`src/rtl/spi_xfer_pkg.sv`:
```
// ============================================================================
// spi_xfer_pkg: shared FSM state type and default timing constant for spi_xfer_master
// Revision 1.0
// ============================================================================
`default_nettype none

package spi_xfer_pkg;

    typedef enum logic [2:0] {
        IDLE  = 3'd0,
        SETUP = 3'd1,
        SHIFT = 3'd2,
        HOLD  = 3'd3,
        FIN   = 3'd4,
        GAP   = 3'd5
    } state_e;

    // 50 MHz system clock / (2*5) gives a 5 MHz SCLK
    localparam int unsigned c_clk_div_50mhz = 5;

endpackage

`default_nettype wire

```
`src/rtl/spi_sclk_gen.sv`:
```
// ============================================================================
// spi_sclk_gen: SCLK divider producing registered sclk and rise/fall strobes
// Revision 1.0
// ============================================================================
`default_nettype none

module spi_sclk_gen #(
    parameter int unsigned CLK_DIV = 5
) (
    input  logic clk,
    input  logic rst,
    input  logic en_i,
    input  logic shift_i,
    output logic sclk_o,
    output logic half_tick_o,
    output logic rise_tick_o,
    output logic fall_tick_o
);

    localparam int unsigned           c_cnt_w    = (CLK_DIV > 1) ? $clog2(CLK_DIV) : 1;
    localparam logic [c_cnt_w-1:0]    c_cnt_last = c_cnt_w'(CLK_DIV - 1);
    localparam logic [c_cnt_w-1:0]    c_cnt_one  = c_cnt_w'(1);

    logic [c_cnt_w-1:0] cnt_q, cnt_d;
    logic               sclk_q, sclk_d;

    // Strobes mark the last clk cycle of a half period; sclk flips on the following edge
    assign half_tick_o = en_i && (cnt_q == c_cnt_last);
    assign rise_tick_o = half_tick_o && shift_i && !sclk_q;
    assign fall_tick_o = half_tick_o && shift_i && sclk_q;
    assign sclk_o      = sclk_q;

    always_comb begin
        cnt_d  = cnt_q;
        sclk_d = sclk_q;
        if (!en_i) begin
            cnt_d  = '0;
            sclk_d = 1'b0;
        end else if (half_tick_o) begin
            cnt_d = '0;
            if (shift_i) begin
                sclk_d = !sclk_q;
            end
        end else begin
            cnt_d = cnt_q + c_cnt_one;
        end
    end

    always_ff @(posedge clk) begin
        if (rst) begin
            cnt_q  <= '0;
            sclk_q <= 1'b0;
        end else begin
            cnt_q  <= cnt_d;
            sclk_q <= sclk_d;
        end
    end

endmodule

`default_nettype wire

```
`src/rtl/spi_xfer_master.sv`:
```
// ============================================================================
// spi_xfer_master: mode-0 MSB-first SPI master, command phase then read phase.
// Optional auto-repeat of the last transaction: define SPI_XFER_AUTO_POLL_EN.  Revision 1.0
// ============================================================================
`default_nettype none

module spi_xfer_master
    import spi_xfer_pkg::*;
#(
    parameter int unsigned CLK_DIV    = c_clk_div_50mhz,
    parameter int unsigned CMD_W      = 40,
    parameter int unsigned DATA_W     = 32,
    parameter int unsigned GAP_CYCLES = 16,
    parameter int unsigned LEN_W      = 6
) (
    input  logic              clk,
    input  logic              rst,
    input  logic              start_i,
    input  logic [CMD_W-1:0]  cmd_i,
    input  logic [LEN_W-1:0]  cmd_len_i,
    input  logic [LEN_W-1:0]  rd_len_i,
    output logic              busy_o,
    output logic              done_o,
    output logic [DATA_W-1:0] rd_data_o,
    output logic              sclk_o,
    output logic              mosi_o,
    input  logic              miso_i,
    output logic              ssb_o
);

    localparam int unsigned        c_cnt_max   = (CLK_DIV > GAP_CYCLES) ? CLK_DIV : GAP_CYCLES;
    localparam int unsigned        c_cnt_w     = $clog2(c_cnt_max + 1);
    localparam logic [c_cnt_w-1:0] c_hold_last = c_cnt_w'(CLK_DIV - 1);
    localparam logic [c_cnt_w-1:0] c_gap_last  = c_cnt_w'(GAP_CYCLES - 1);
    localparam logic [c_cnt_w-1:0] c_cnt_one   = c_cnt_w'(1);
    localparam logic [LEN_W:0]     c_bit_one   = (LEN_W+1)'(1);
    localparam logic [LEN_W-1:0]   c_cmd_max   = LEN_W'(CMD_W);
    localparam logic [LEN_W-1:0]   c_rd_max    = LEN_W'(DATA_W);

    state_e              state_q, state_d;
    logic                busy_q, busy_d;
    logic                done_q, done_d;
    logic                ssb_q, ssb_d;
    logic                mosi_q, mosi_d;
    logic [DATA_W-1:0]   rd_data_q, rd_data_d;
    logic [DATA_W-1:0]   rd_sr_q, rd_sr_d;
    logic [CMD_W-1:0]    cmd_q, cmd_d;
    logic [CMD_W-1:0]    cmd_sr_q, cmd_sr_d;
    logic [LEN_W-1:0]    cmd_len_q, cmd_len_d;
    logic [LEN_W-1:0]    rd_len_q, rd_len_d;
    logic [LEN_W:0]      bit_cnt_q, bit_cnt_d;
    logic [c_cnt_w-1:0]  cnt_q, cnt_d;

    logic                w_sclk_en;
    logic                w_shift;
    logic                w_half;
    logic                w_rise;
    logic                w_fall;
    logic [LEN_W-1:0]    w_cmd_len_sat;
    logic [LEN_W-1:0]    w_rd_len_sat;
    logic [LEN_W:0]      w_total;
    logic [LEN_W:0]      w_bit_next;
    logic                w_launch;
    logic [CMD_W-1:0]    w_l_cmd;
    logic [LEN_W-1:0]    w_l_cmd_len;
    logic [LEN_W-1:0]    w_l_rd_len;

    assign w_sclk_en     = (state_q == SETUP) || (state_q == SHIFT);
    assign w_shift       = (state_q == SHIFT);
    assign w_cmd_len_sat = (cmd_len_i > c_cmd_max) ? c_cmd_max : cmd_len_i;
    assign w_rd_len_sat  = (rd_len_i > c_rd_max) ? c_rd_max : rd_len_i;
    assign w_total       = {1'b0, cmd_len_q} + {1'b0, rd_len_q};
    assign w_bit_next    = bit_cnt_q + c_bit_one;

    spi_sclk_gen #(
        .CLK_DIV (CLK_DIV)
    ) u_sclk_gen (
        .clk         (clk),
        .rst         (rst),
        .en_i        (w_sclk_en),
        .shift_i     (w_shift),
        .sclk_o      (sclk_o),
        .half_tick_o (w_half),
        .rise_tick_o (w_rise),
        .fall_tick_o (w_fall)
    );

    // Chooses whether a transaction starts this cycle, and with which parameters
    always_comb begin
        w_launch    = 1'b0;
        w_l_cmd     = cmd_q;
        w_l_cmd_len = cmd_len_q;
        w_l_rd_len  = rd_len_q;
        if ((state_q == IDLE) && start_i) begin
            w_launch    = 1'b1;
            w_l_cmd     = cmd_i;
            w_l_cmd_len = w_cmd_len_sat;
            w_l_rd_len  = w_rd_len_sat;
        end
`ifdef SPI_XFER_AUTO_POLL_EN
        else if ((state_q == GAP) && (cnt_q == c_gap_last)) begin
            w_launch = 1'b1;
            if (start_i) begin
                w_l_cmd     = cmd_i;
                w_l_cmd_len = w_cmd_len_sat;
                w_l_rd_len  = w_rd_len_sat;
            end
        end
`endif
    end

    always_comb begin
        state_d   = state_q;
        busy_d    = busy_q;
        done_d    = 1'b0;
        ssb_d     = ssb_q;
        mosi_d    = mosi_q;
        rd_data_d = rd_data_q;
        rd_sr_d   = rd_sr_q;
        cmd_d     = cmd_q;
        cmd_sr_d  = cmd_sr_q;
        cmd_len_d = cmd_len_q;
        rd_len_d  = rd_len_q;
        bit_cnt_d = bit_cnt_q;
        cnt_d     = cnt_q;

        case (state_q)
            IDLE: begin
            end
            SETUP: begin
                if (w_half) begin
                    state_d = SHIFT;
                end
            end
            SHIFT: begin
                if (w_rise && (bit_cnt_q >= {1'b0, cmd_len_q})) begin
                    rd_sr_d = {rd_sr_q[DATA_W-2:0], miso_i};
                end
                if (w_fall) begin
                    bit_cnt_d = w_bit_next;
                    cmd_sr_d  = cmd_sr_q << 1;
                    mosi_d    = (w_bit_next < {1'b0, cmd_len_q}) ? cmd_sr_q[CMD_W-1] : 1'b0;
                    if (w_bit_next == w_total) begin
                        state_d = HOLD;
                        cnt_d   = '0;
                    end
                end
            end
            HOLD: begin
                if (cnt_q == c_hold_last) begin
                    state_d = FIN;
                    ssb_d   = 1'b1;
                end else begin
                    cnt_d = cnt_q + c_cnt_one;
                end
            end
            FIN: begin
                done_d    = 1'b1;
                rd_data_d = rd_sr_q;
                state_d   = GAP;
                cnt_d     = '0;
            end
            GAP: begin
                if (cnt_q == c_gap_last) begin
                    state_d = IDLE;
                    busy_d  = 1'b0;
                end else begin
                    cnt_d = cnt_q + c_cnt_one;
                end
            end
            default: begin
                state_d = IDLE;
            end
        endcase

        // cmd_sr holds the bits after the one already on mosi
        if (w_launch) begin
            busy_d    = 1'b1;
            cmd_d     = w_l_cmd;
            cmd_len_d = w_l_cmd_len;
            rd_len_d  = w_l_rd_len;
            cmd_sr_d  = w_l_cmd << 1;
            rd_sr_d   = '0;
            bit_cnt_d = '0;
            cnt_d     = '0;
            if ((w_l_cmd_len == '0) && (w_l_rd_len == '0)) begin
                state_d = FIN;
            end else begin
                state_d = SETUP;
                ssb_d   = 1'b0;
                mosi_d  = (w_l_cmd_len != '0) ? w_l_cmd[CMD_W-1] : 1'b0;
            end
        end
    end

    always_ff @(posedge clk) begin
        if (rst) begin
            state_q   <= IDLE;
            busy_q    <= 1'b0;
            done_q    <= 1'b0;
            ssb_q     <= 1'b1;
            mosi_q    <= 1'b0;
            rd_data_q <= '0;
            rd_sr_q   <= '0;
            cmd_q     <= '0;
            cmd_sr_q  <= '0;
            cmd_len_q <= '0;
            rd_len_q  <= '0;
            bit_cnt_q <= '0;
            cnt_q     <= '0;
        end else begin
            state_q   <= state_d;
            busy_q    <= busy_d;
            done_q    <= done_d;
            ssb_q     <= ssb_d;
            mosi_q    <= mosi_d;
            rd_data_q <= rd_data_d;
            rd_sr_q   <= rd_sr_d;
            cmd_q     <= cmd_d;
            cmd_sr_q  <= cmd_sr_d;
            cmd_len_q <= cmd_len_d;
            rd_len_q  <= rd_len_d;
            bit_cnt_q <= bit_cnt_d;
            cnt_q     <= cnt_d;
        end
    end

    assign busy_o    = busy_q;
    assign done_o    = done_q;
    assign rd_data_o = rd_data_q;
    assign mosi_o    = mosi_q;
    assign ssb_o     = ssb_q;

endmodule

`default_nettype wire
```
`config.mk`:
```
export PLATFORM = sky130hd
export DESIGN_NAME = spi_xfer_master
export DESIGN_NICKNAME = d
export VERILOG_FILES = /design/src/rtl/spi_xfer_pkg.sv /design/src/rtl/spi_sclk_gen.sv /design/src/rtl/spi_xfer_master.sv
export SDC_FILE = /design/constraint.sdc
export NUM_CORES = 1
export LEC_CHECK = 0
export ABC_AREA = 1
export CAP_MARGIN = 20
export CORE_ASPECT_RATIO = 1.2
export CORE_MARGIN = 2
export CORE_UTILIZATION = 58
export CTS_BUF_LIST = sky130_fd_sc_hd__clkbuf_16
export DETAILED_ROUTE_END_ITERATION = 10
export GPL_TIMING_DRIVEN = 0
export HOLD_SLACK_MARGIN = 0.15
export PLACE_DENSITY = 0.84
export RECOVER_POWER = 50
export SLEW_MARGIN = 10
export SYNTH_ARGS = -nofsm -noshare
export SYNTH_HDL_FRONTEND = slang
export SYNTH_HIERARCHICAL = 1
export SYNTH_SLANG_ARGS = --single-unit
export TNS_END_PERCENT = 20
```
`constraint.sdc`:
```
create_clock -name clk -period 3.5 [get_ports clk]
set_input_delay 0.35 -clock clk [delete_from_list [all_inputs] [get_ports clk]]
set_output_delay 0.35 -clock clk [all_outputs]
set_load 0.01 [all_outputs]
```
==> key figures <==
Status
  – Status: completed

Worst setup path
  – Crit end category: register
  – Critical Path Most Common Cell: inv_1
  – Reg-to-Reg Start: state_q[1]
  – Worst setup path class: reg -> reg
  – Reg2reg setup slack: 0.74 ns
  – Crit start category: register
  – Cell family with most CP delay: simple AND/OR/NAND/NOR gates
  – CP bufs+invs: 7
  – Crit path largest cell delay: 0.44 ns
  – Critical Path AT: 3.10 ns
  – Crit Path Max Fanout: 10
  – CP max stage cell: nor3_1
  – Worst endpoint required time: 3.84 ns
  – R2R Path End: cmd_sr_q[23]
  – Crit path from: state_q[1]
  – R2R cell count: 15
  – Worst-path cell chain: inv_1 > nor3_1 > inv_2 > nand2_1 > inv_1 > nor2_4 > nand3_1 > inv_1 > inv_1 > nor2_4 > inv_2 > nand2_2 > clkbuf_1 > o21ai_0 > a31oi_1

Final layout
  – ANT cells: 0
  – Commonest non-fill, non-tap cell in the layout: nand2_1
  – Fillcell total: 825
  – Layout Utilization: 0.753
  – Area Overhead vs Synth: 25.4%
  – Share of layout cells above drive strength 1: 0.0647
  – Final #Nets: 1,073
  – Post-route cell area: 7960 um2
  – Most frequent cells in the layout: nand2_1, nor2_1, dfxtp_1
  – Final Non-Filler Cells: 1,134

Timing
  – Max-slew violations: 0
  – Fin Setup TNS: 0 ns
  – Clock Skew: 0.0126 ns
  – FMAX: 362 MHz
  – Actual slew at the worst max-slew pin: 0.660 ns
  – Fin crit share: 0.790
  – RSZ-0062 raised after global routing: false
  – Endpoints failing hold: 0
  – Setup violators final: 0
  – Min Tclk post-route: 2.76 ns
  – Slew HR: 0.560

Yosys
  – Largest family of logic cells by synthesized area: simple AND/OR/NAND/NOR gates
  – Flops & latches, synth: 138
  – Syn_area_per_cell: 7.20 um2
  – Synth Area in Compound Gates: 0.184
  – Leading register cell type out of synthesis: dfxtp_1
  – Simple-Gate Fraction of Synth Area: 0.246
  – Yosys Warn Count: 6
  – Synth top area share: 0.435
  – Synth Area in Adders: 0.0505
  – Largest area contributor in the netlist: dfxtp_1
  – Synth unique cells: 37
  – Main area contributors after synthesis: dfxtp_1, nand2_1, o21ai_0
  – Synth Area in XOR/XNOR: 0.00690
  – Cell count after synthesis: 881
  – Syn nets: 962
  – Post-Syn Area: 6350 um2
  – Post-synth EDFFs: 0
  – Async set-or-reset flop fraction in the synthesized netlist: 0
  – Sequential area share after synthesis: 0.435
  – Mux contribution to synthesized area: 0

Floorplan
  – IO Count: 93
  – Total core area: 10,600 um2
  – Die span in x: 99.5 um
  – Starting Density: 0.601
  – Full die area: 11,800 um2
  – Die height: 119 um
  – Cell row count: 41

Global routing
  – Global Route met1 Usage: 0.339
  – Vias in the first global route: 5,712
  – Global-route wire length before repair: 26.0 mm
  – M2 GR Usage: 0.458
  – Largest net degree at the start of global routing: 17
  – Total track usage: 0.272
  – GRT Residual Overflow: 0
  – GRT Max-Usage Layer: met2
  – Initial antenna violation count: 0
  – Grt met3 use: 0.0461

Route
  – Detailed Route Iter0 Violations: 479
  – Total wire length: 15.9 mm
  – Drt first pass iters: 6
  – Via/cell ratio: 5.42
  – Detailed-route DRC error count: 0
  – Post-DR wirelength/cell: 14.0 um
  – ANT nets after route: 0
  – Via Count: 6,145

CTS
  – Clock latency on the worst-skew pair: 0.42 ns
  – CTS Buf Count: 17
  – CTS Hold Bufs: 0
  – Post CTS Setup Buffer Count: 0
  – PostCTS Resize Cnt: 0
  – Clock Tree Buf Depth: 2
  – Worst-path clk slew: 0.06 ns
  – CTS sink count: 138
  – CTS H-tree depth: 4
  – Root buffer cell: clkbuf_16
  – CTS tree: done

Worst hold path
  – Hold Path Class: reg -> reg
  – Hold path depth: 1
  – Worst Hold End: u_sclk_gen/cnt_q[0]
  – Worst hold start: u_sclk_gen/cnt_q[0]

Placement
  – Buffers on Ports: 92
  – Routability cong.: 0.866
  – Detailed placer's ending HPWL: 11.1 mm
  – DP Area: 7430 um2
  – Cells after DPL: 1,102

Power
  – Power per cell area: 685 nW/um2
  – Static leakage: 0.00340 uW
  – Max VDD drop: 0.521 mV
  – Power Total: 5450 uW

Run
  – # Max-Cap Violations: 0
area by class of cell:
class                   count  area, um2  share of cell area
plain buffers              52        216              0.0272
clock buffers              17        425              0.0535
clock inverters            15        154              0.0193
inverters                  69        259              0.0326
multi-input cells         622       3060               0.384
flip-flops and latches    138       2760               0.347
well taps                 129        161              0.0203
repair buffers             92        921               0.116
worst max-delay path by stage:
stage	to	cells past startpoint
2_1_floorplan	state_q[1]	15
3_5_place_dp	cmd_sr_q[23]	15
5_1_grt	state_q[1]	15
3_3_place_gp	cmd_sr_q[22]	15
6_report	cmd_sr_q[23]	15
4_1_cts	cmd_sr_q[23]	15
synth_stat cells, types with 8 or more instances:
cell type,n
nand2_1,175
dfxtp_1,138
nor2_1,136
o21ai_0,113
inv_1,63
a21oi_1,45
a31oi_1,38
nand3_1,32
clkbuf_1,30
ha_1,24
buf_2,20
nand4_1,8
o21ai_1,8
registers in the layout, indices dropped and copies added (netlist names):
register and flops:
u_sclk_gen/sclk_o 1, u_sclk_gen/cnt_q 3, rd_data_o 32, rd_len_q 6, ssb_o 1, bit_cnt_q 7, done_o 1, cmd_len_q 6
state_q 3, mosi_o 1, cnt_q 5, busy_o 1, cmd_sr_q 39, rd_sr_q 32
cells by family (layout without fill, tap and decap cells):
family	after synthesis	after routing
compound gates	217	217
xor+xnor	5	5
fa+ha+maj	25	25
buf+inv	121	245
flops	138	138
simple gates	375	375
per-stage QoR:
stage / hold WS (ns) / worst slack (ns)
after floorplan: 0.417 / 1.40
after global placement: 0.432 / 1.07
after detailed placement: 0.447 / 1.03
after CTS: 0.456 / 0.992
after global routing: 0.478 / 0.405
final: 0.449 / 0.735
where the power goes:
group / internal, uW / switching, uW / leakage, uW
Sequential: 1870 / 179 / 0.00113
Combinational: 641 / 1010 / 0.00199
Clock: 1050 / 702 / 0.000280
routing by layer:
metal	routed length, um	part of all wire
met5	0	0
met4	465	0.029
met3	842	0.053
met2	7760	0.49
met1	6820	0.43
Note: power is estimated with default switching activity, not from simulation.
